[src/rtl/ripple_count_sampler.sv]
// ripple_count_sampler
// Resynchronises an asynchronous, bit-skewed ripple counter value into clk,
// rejects ripple transients and reports each settled value with a one-cycle
// strobe. It also keeps a saturating wrap counter and a sticky sequence-error flag.
//
// state    | meaning
// ---------+--------------------------------------------------------------
// ST_IDLE  | not tracking; outputs hold, strobes low
// ST_SETTLE| waiting for the first stable sample; loaded without checks
// ST_TRACK | reporting each new stable value, checking wrap / +1 sequence

module ripple_count_sampler #(
    parameter int WIDTH       = 4,
    parameter int SYNC_STAGES = 2,
    parameter int WRAP_W      = 8
) (
    input  logic              clk,
    input  logic              rst,
    input  logic [WIDTH-1:0]  cnt_in,
    input  logic              sample_en,
    output logic [WIDTH-1:0]  cnt_out,
    output logic              cnt_valid,
    output logic              wrap_pulse,
    output logic [WRAP_W-1:0] wrap_count,
    output logic              glitch_err
);

    // Down-counter that blocks "stable" until the synchroniser and s_prev hold
    // real post-reset samples, so reset zeros are never reported as a count.
    localparam int                FILL_W    = $clog2(SYNC_STAGES + 2);
    localparam logic [FILL_W-1:0] FILL_INIT = FILL_W'(SYNC_STAGES + 1);
    localparam logic [WIDTH-1:0]  CNT_MAX   = '1;
    localparam logic [WRAP_W-1:0] WRAP_MAX  = '1;

    typedef enum logic [1:0] {
        ST_IDLE   = 2'd0,
        ST_SETTLE = 2'd1,
        ST_TRACK  = 2'd2
    } state_t;

    logic [SYNC_STAGES-1:0][WIDTH-1:0] sync_q, sync_d;
    logic [WIDTH-1:0]                  s_prev_q, s_prev_d;
    logic [FILL_W-1:0]                 fill_q, fill_d;
    logic [WIDTH-1:0]                  s_cur;
    logic                              stable;

    state_t            state_q, state_d;
    logic [WIDTH-1:0]  cnt_out_q, cnt_out_d;
    logic              cnt_valid_q, cnt_valid_d;
    logic              wrap_pulse_q, wrap_pulse_d;
    logic [WRAP_W-1:0] wrap_count_q, wrap_count_d;
    logic              glitch_err_q, glitch_err_d;
    logic [WIDTH-1:0]  cnt_succ;

    assign s_cur    = sync_q[SYNC_STAGES-1];
    assign stable   = (fill_q == '0) && (s_cur == s_prev_q);
    assign cnt_succ = cnt_out_q + WIDTH'(1);

    // Next value of the synchroniser chain, previous-sample register and fill timer.
    always_comb begin
        sync_d    = '0;
        sync_d[0] = cnt_in;
        for (int i = 1; i < SYNC_STAGES; i++) begin
            sync_d[i] = sync_q[i-1];
        end
        s_prev_d = s_cur;
        fill_d   = (fill_q == '0) ? fill_q : fill_q - FILL_W'(1);
    end

    // Synchroniser chain, previous-sample register and fill timer.
    always_ff @(posedge clk) begin
        if (rst) begin
            sync_q   <= '0;
            s_prev_q <= '0;
            fill_q   <= FILL_INIT;
        end else begin
            sync_q   <= sync_d;
            s_prev_q <= s_prev_d;
            fill_q   <= fill_d;
        end
    end

    // FSM next-state and output decisions; dropping sample_en overrides any update.
    always_comb begin
        state_d      = state_q;
        cnt_out_d    = cnt_out_q;
        cnt_valid_d  = 1'b0;
        wrap_pulse_d = 1'b0;
        wrap_count_d = wrap_count_q;
        glitch_err_d = glitch_err_q;
        if (!sample_en) begin
            state_d = ST_IDLE;
        end else begin
            case (state_q)
                ST_IDLE: begin
                    state_d = ST_SETTLE;
                end
                ST_SETTLE: begin
                    if (stable) begin
                        cnt_out_d   = s_cur;
                        cnt_valid_d = 1'b1;
                        state_d     = ST_TRACK;
                    end
                end
                ST_TRACK: begin
                    if (stable && (s_cur != cnt_out_q)) begin
                        cnt_out_d   = s_cur;
                        cnt_valid_d = 1'b1;
                        if ((cnt_out_q == CNT_MAX) && (s_cur == '0)) begin
                            wrap_pulse_d = 1'b1;
                            if (wrap_count_q != WRAP_MAX) begin
                                wrap_count_d = wrap_count_q + WRAP_W'(1);
                            end
                        end else if (s_cur != cnt_succ) begin
                            glitch_err_d = 1'b1;
                        end
                    end
                end
                default: begin
                    state_d = ST_IDLE;
                end
            endcase
        end
    end

    // FSM state and registered outputs.
    always_ff @(posedge clk) begin
        if (rst) begin
            state_q      <= ST_IDLE;
            cnt_out_q    <= '0;
            cnt_valid_q  <= 1'b0;
            wrap_pulse_q <= 1'b0;
            wrap_count_q <= '0;
            glitch_err_q <= 1'b0;
        end else begin
            state_q      <= state_d;
            cnt_out_q    <= cnt_out_d;
            cnt_valid_q  <= cnt_valid_d;
            wrap_pulse_q <= wrap_pulse_d;
            wrap_count_q <= wrap_count_d;
            glitch_err_q <= glitch_err_d;
        end
    end

    assign cnt_out    = cnt_out_q;
    assign cnt_valid  = cnt_valid_q;
    assign wrap_pulse = wrap_pulse_q;
    assign wrap_count = wrap_count_q;
    assign glitch_err = glitch_err_q;

endmodule

[config.mk]
export PLATFORM = sky130hd
export DESIGN_NAME = ripple_count_sampler
export DESIGN_NICKNAME = d
export VERILOG_FILES = /design/src/rtl/ripple_count_sampler.sv
export SDC_FILE = /design/constraint.sdc
export NUM_CORES = 1
export LEC_CHECK = 0
export CAP_MARGIN = 5
export CORE_ASPECT_RATIO = 0.7
export CORE_MARGIN = 5
export CORE_UTILIZATION = 34
export DETAILED_ROUTE_END_ITERATION = 8
export PLACE_DENSITY = 0.54
export SLEW_MARGIN = 20
export SYNTH_ARGS = -nofsm -noshare
export SYNTH_HDL_FRONTEND = slang
export SYNTH_SLANG_ARGS = --single-unit
[constraint.sdc]
create_clock -name clk -period 2.1 [get_ports clk]
set_input_delay 0.21 -clock clk [delete_from_list [all_inputs] [get_ports clk]]
set_output_delay 0.21 -clock clk [all_outputs]
set_load 0.05 [all_outputs]
==> results.toml <==
[status]
outcome = "completed"

[cts]
cts_root_buffer = "clkbuf_8"
clk-insertion-delay-late_ps = 270
tritoncts_sinks = 31
clock_tree_from_tritoncts = "done"
path_clk_slew_ps = 60
max_h_tree_level = 2
clock_path_buffers = 2
tritoncts.num_buffers = 5

[floorplanning]
initial_utilization_pct = 35.64
design.portCount = 22
die_width_um = 87.11
design.die.area_sq_mm = 0.005573
die_height_um = 63.98
rows = 19
core_region_area_sq_mm = 0.003970

[cells_and_area]
area_growth_syn_to_layout_pct = 34.57
final_cell_area_sq_mm = 0.001904
insertedDiodeCount = 0
fin_nets = 188
layout_cell_share_with_drive_strength_beyond_1_pct = 22.16

[place]
hpwl_um = 2147
dpl_cell_area_sq_mm = 0.001772
weighted_congestion_reported_at_the_end_of_routability_driven_placement = 0.7781
detailedPlace.worstSlack_ps = 37.09
io_buffers = 21

[sta]
setup_tns_ps = 0
timing.final.setup_violations = 0
timing.fmax_mhz = 509.9
tightestPinTransition_ps = 512.1
post-route-worst-setup-slack_ps = 139.0
rsz0062_at_grt = "false"
maxSlewHeadroom_pct = 65.75
period_share_pct = 93.38
fin_worst_skew_ps = 2.368
report.final.slew_viol_count = 0
hold_viol = 0
timing.final.crit_period_ps = 1961

[logic_synthesis]
yosysMostFrequentCell = "dfxtp_1"
synth_cell_type_count = 39
synth.top_cell.area_share_pct = 43.85
ys.flop_type = "dfxtp_1"
syn_inst = 143
synthesis.area_per_instance_sq_um = 9.896
async_flop_share_pct = 0
synth-seq-cells = 31
number_of_synthesis_warnings = 0
synth_enable_flop_cells = 0
post_synth_instance_area_sq_mm = 0.001415
ys_seq_area_share_pct = 43.85
syn_nets = 156
netlist_top_cells_count = "31 x dfxtp_1, 19 x nor2b_1, 8 x inv_1, 7 x nor2_1, 7 x xnor2_1"
post_synth_main_area_contributors = "dfxtp_1 44%, nor2b_1 8.4%, ha_1 5.3%"
leading_area_contributor_after_synthesis = "dfxtp_1"

[detailed_routing]
detail_route.wl_per_cell_um = 12.01
via_count = 1048
drt.antenna.violating_nets = 0
post-route-drc-count = 0
drt_wl_total_um = 2738
dr.pass1.iters = 4
drt-initial-drc-count = 38
drt-vias-per-instance = 4.596

[pwr]
vdd.ir_drop.worst_uv = 368.2
cellPowerDensity_mw_per_mm2 = 684.3
total_leakage_power_nw = 0.7259

[flow_run]
cap_viol_max_count = 0

[worst_setup_path]
timing.critical_path.slowest_cell_delay_ps = 580
timing.rr.start = "s_cur[1]$_SDFF_PP0_"
cp-start-kind = "flip-flop"
critPathBufInv = 0
critPathSlowestCell = "or4_4"
required_time_at_the_endpoint_of_the_critical_path_ps = 2310
timing.setup.critical_path_class = "flip-flop to flip-flop"
worstSetupEndpointType = "flip-flop"
critPathArrivalTime_ps = 2170
worstSetupStartpoint = "s_cur[1]$_SDFF_PP0_"
endpoint = "wrap_count[3]$_SDFFE_PP0P_"
critical_path_depth = 5
timing.reg2reg.worst_path_depth = 5
critical_path.reg2reg.endpoint = "wrap_count[3]$_SDFFE_PP0P_"
timing.critical_path.fanout_max = 7
crit_chain = "xnor2_1 -> nand2_1 -> or4_4 -> or3_1 -> a21oi_1"
timing.critical_path.max_delay_family = "simple AND/OR/NAND/NOR gates"
setup.reg_to_reg.worst_slack_ps = 140

[global_routing]
number_of_global_route_vias_before_repair = 1043
grt_antenna_before_repair = 0
grt_pass1_wl_um = 4809
grt_start_max_net_pins = 19
overflow = 0
global_route.usage.total_pct = 10.84

[hold_path]
hold_path.class = "flip-flop to flip-flop"
-- worst min-delay path by stage --
stage,startpoint,end,slack [ps],cells past startpoint
after floorplan,rst,s_prev_q[0]$_SDFF_PP0_,290,1
after global placement,sync_d[7]$_SDFF_PP0_,s_cur[3]$_SDFF_PP0_,430,1
after detailed placement,sync_d[4]$_SDFF_PP0_,s_cur[0]$_SDFF_PP0_,430,1
after CTS,sync_d[4]$_SDFF_PP0_,s_cur[0]$_SDFF_PP0_,450,1
after global routing,sync_d[4]$_SDFF_PP0_,s_cur[0]$_SDFF_PP0_,450,1
final,sync_d[6]$_SDFF_PP0_,s_cur[2]$_SDFF_PP0_,440,1
-- timing repair --
action                                 CTS  global route
resized for setup                        0             3
endpoints found under the hold margin    0             0
setup endpoints to repair                0             4
buffers inserted                         0             1
hold buffers                             0             0
-- layer usage --
layer  GRT usage [%]  share of wire, %  up-vias
met3           4.108               6.5        5
met1           13.60                48      472
met2           16.67                44       20
li1                -                 -      551
met4           4.598               1.2        0
met5               0                 0        -
-- flip-flops by register name, summed over array words and instances, names as in the netlist --
| name | count |
|---|---|
| glitch_err | 1 |
| wrap_count | 8 |
| wrap_pulse | 1 |
| sync_d | 4 |
| state_q | 2 |
| cnt_valid | 1 |
| s_cur | 4 |
| s_prev_q | 4 |
| fill_q | 2 |
| cnt_out | 4 |
-- power breakdown --
| part | total [W] | switching, W | internal (W) |
|---|---|---|---|
| clock network | 0.000593 | 0.000210 | 0.000383 |
| logic | 0.0000938 | 0.0000472 | 0.0000465 |
| registers | 0.000616 | 0.0000122 | 0.000604 |
-- final cells by class --
| cell class | instances | area (sq um) |
|---|---|---|
| Sequential cell | 31 | 638.1 |
| Inverter | 8 | 30.03 |
| Clock buffer | 6 | 82.58 |
| Tap cell | 52 | 65.06 |
| Clock inverter | 2 | 35.03 |
| Timing Repair Buffer | 28 | 262.8 |
| Multi-Input combinational cell | 101 | 790.8 |
| Fill cell | 359 | 2066 |
-- layout by cell type, fill, tap and decap left out, drive strengths merged, types with 3 or more instances in the layout --
| master | Yosys | layout |
|---|---|---|
| buf | 0 | 7 |
| dfxtp | 31 | 31 |
| nand2 | 5 | 5 |
| inv | 8 | 8 |
| nor2b | 19 | 19 |
| or3 | 3 | 3 |
| nand3 | 6 | 6 |
| o21ai | 4 | 4 |
| clkbuf | 3 | 6 |
| xnor2 | 7 | 7 |
| mux2 | 6 | 6 |
| nor2 | 7 | 7 |
| clkdlybuf4s50 | 0 | 21 |
| ha | 6 | 6 |
| xor2 | 6 | 6 |
| a21oi | 6 | 6 |
-- cells by family (layout without fill, tap and decap cells) --
group	after synthesis	count (layout)	share of synthesized area, %
AOI/OAI and AO/OA	18	18	9.020
xor gates and xnor gates	13	13	9.107
adders and majority gates	6	6	5.305
buffers and inverters	11	44	2.918
DFF	31	31	43.86
muxes	8	8	6.189
and+or+nand+nor	56	56	23.61
-- per-stage QoR --
| step | utilization (%) | cells | total power [W] | hold WS (ps) |
|---|---|---|---|---|
| finish | 47.97 | 228 | 0.001303 | 441.6 |
| floorplan | - | 143 | 0.0006915 | 290.9 |
| global route | 47.97 | 228 | 0.001364 | 449.1 |
| global placement | 44.63 | 219 | 0.0007190 | 425.6 |
| CTS | 47.59 | 227 | 0.001327 | 446.1 |
| detailed placement | 44.63 | 219 | 0.0007238 | 429.1 |
No activity file was read; power rests on OpenSTA's default activity.
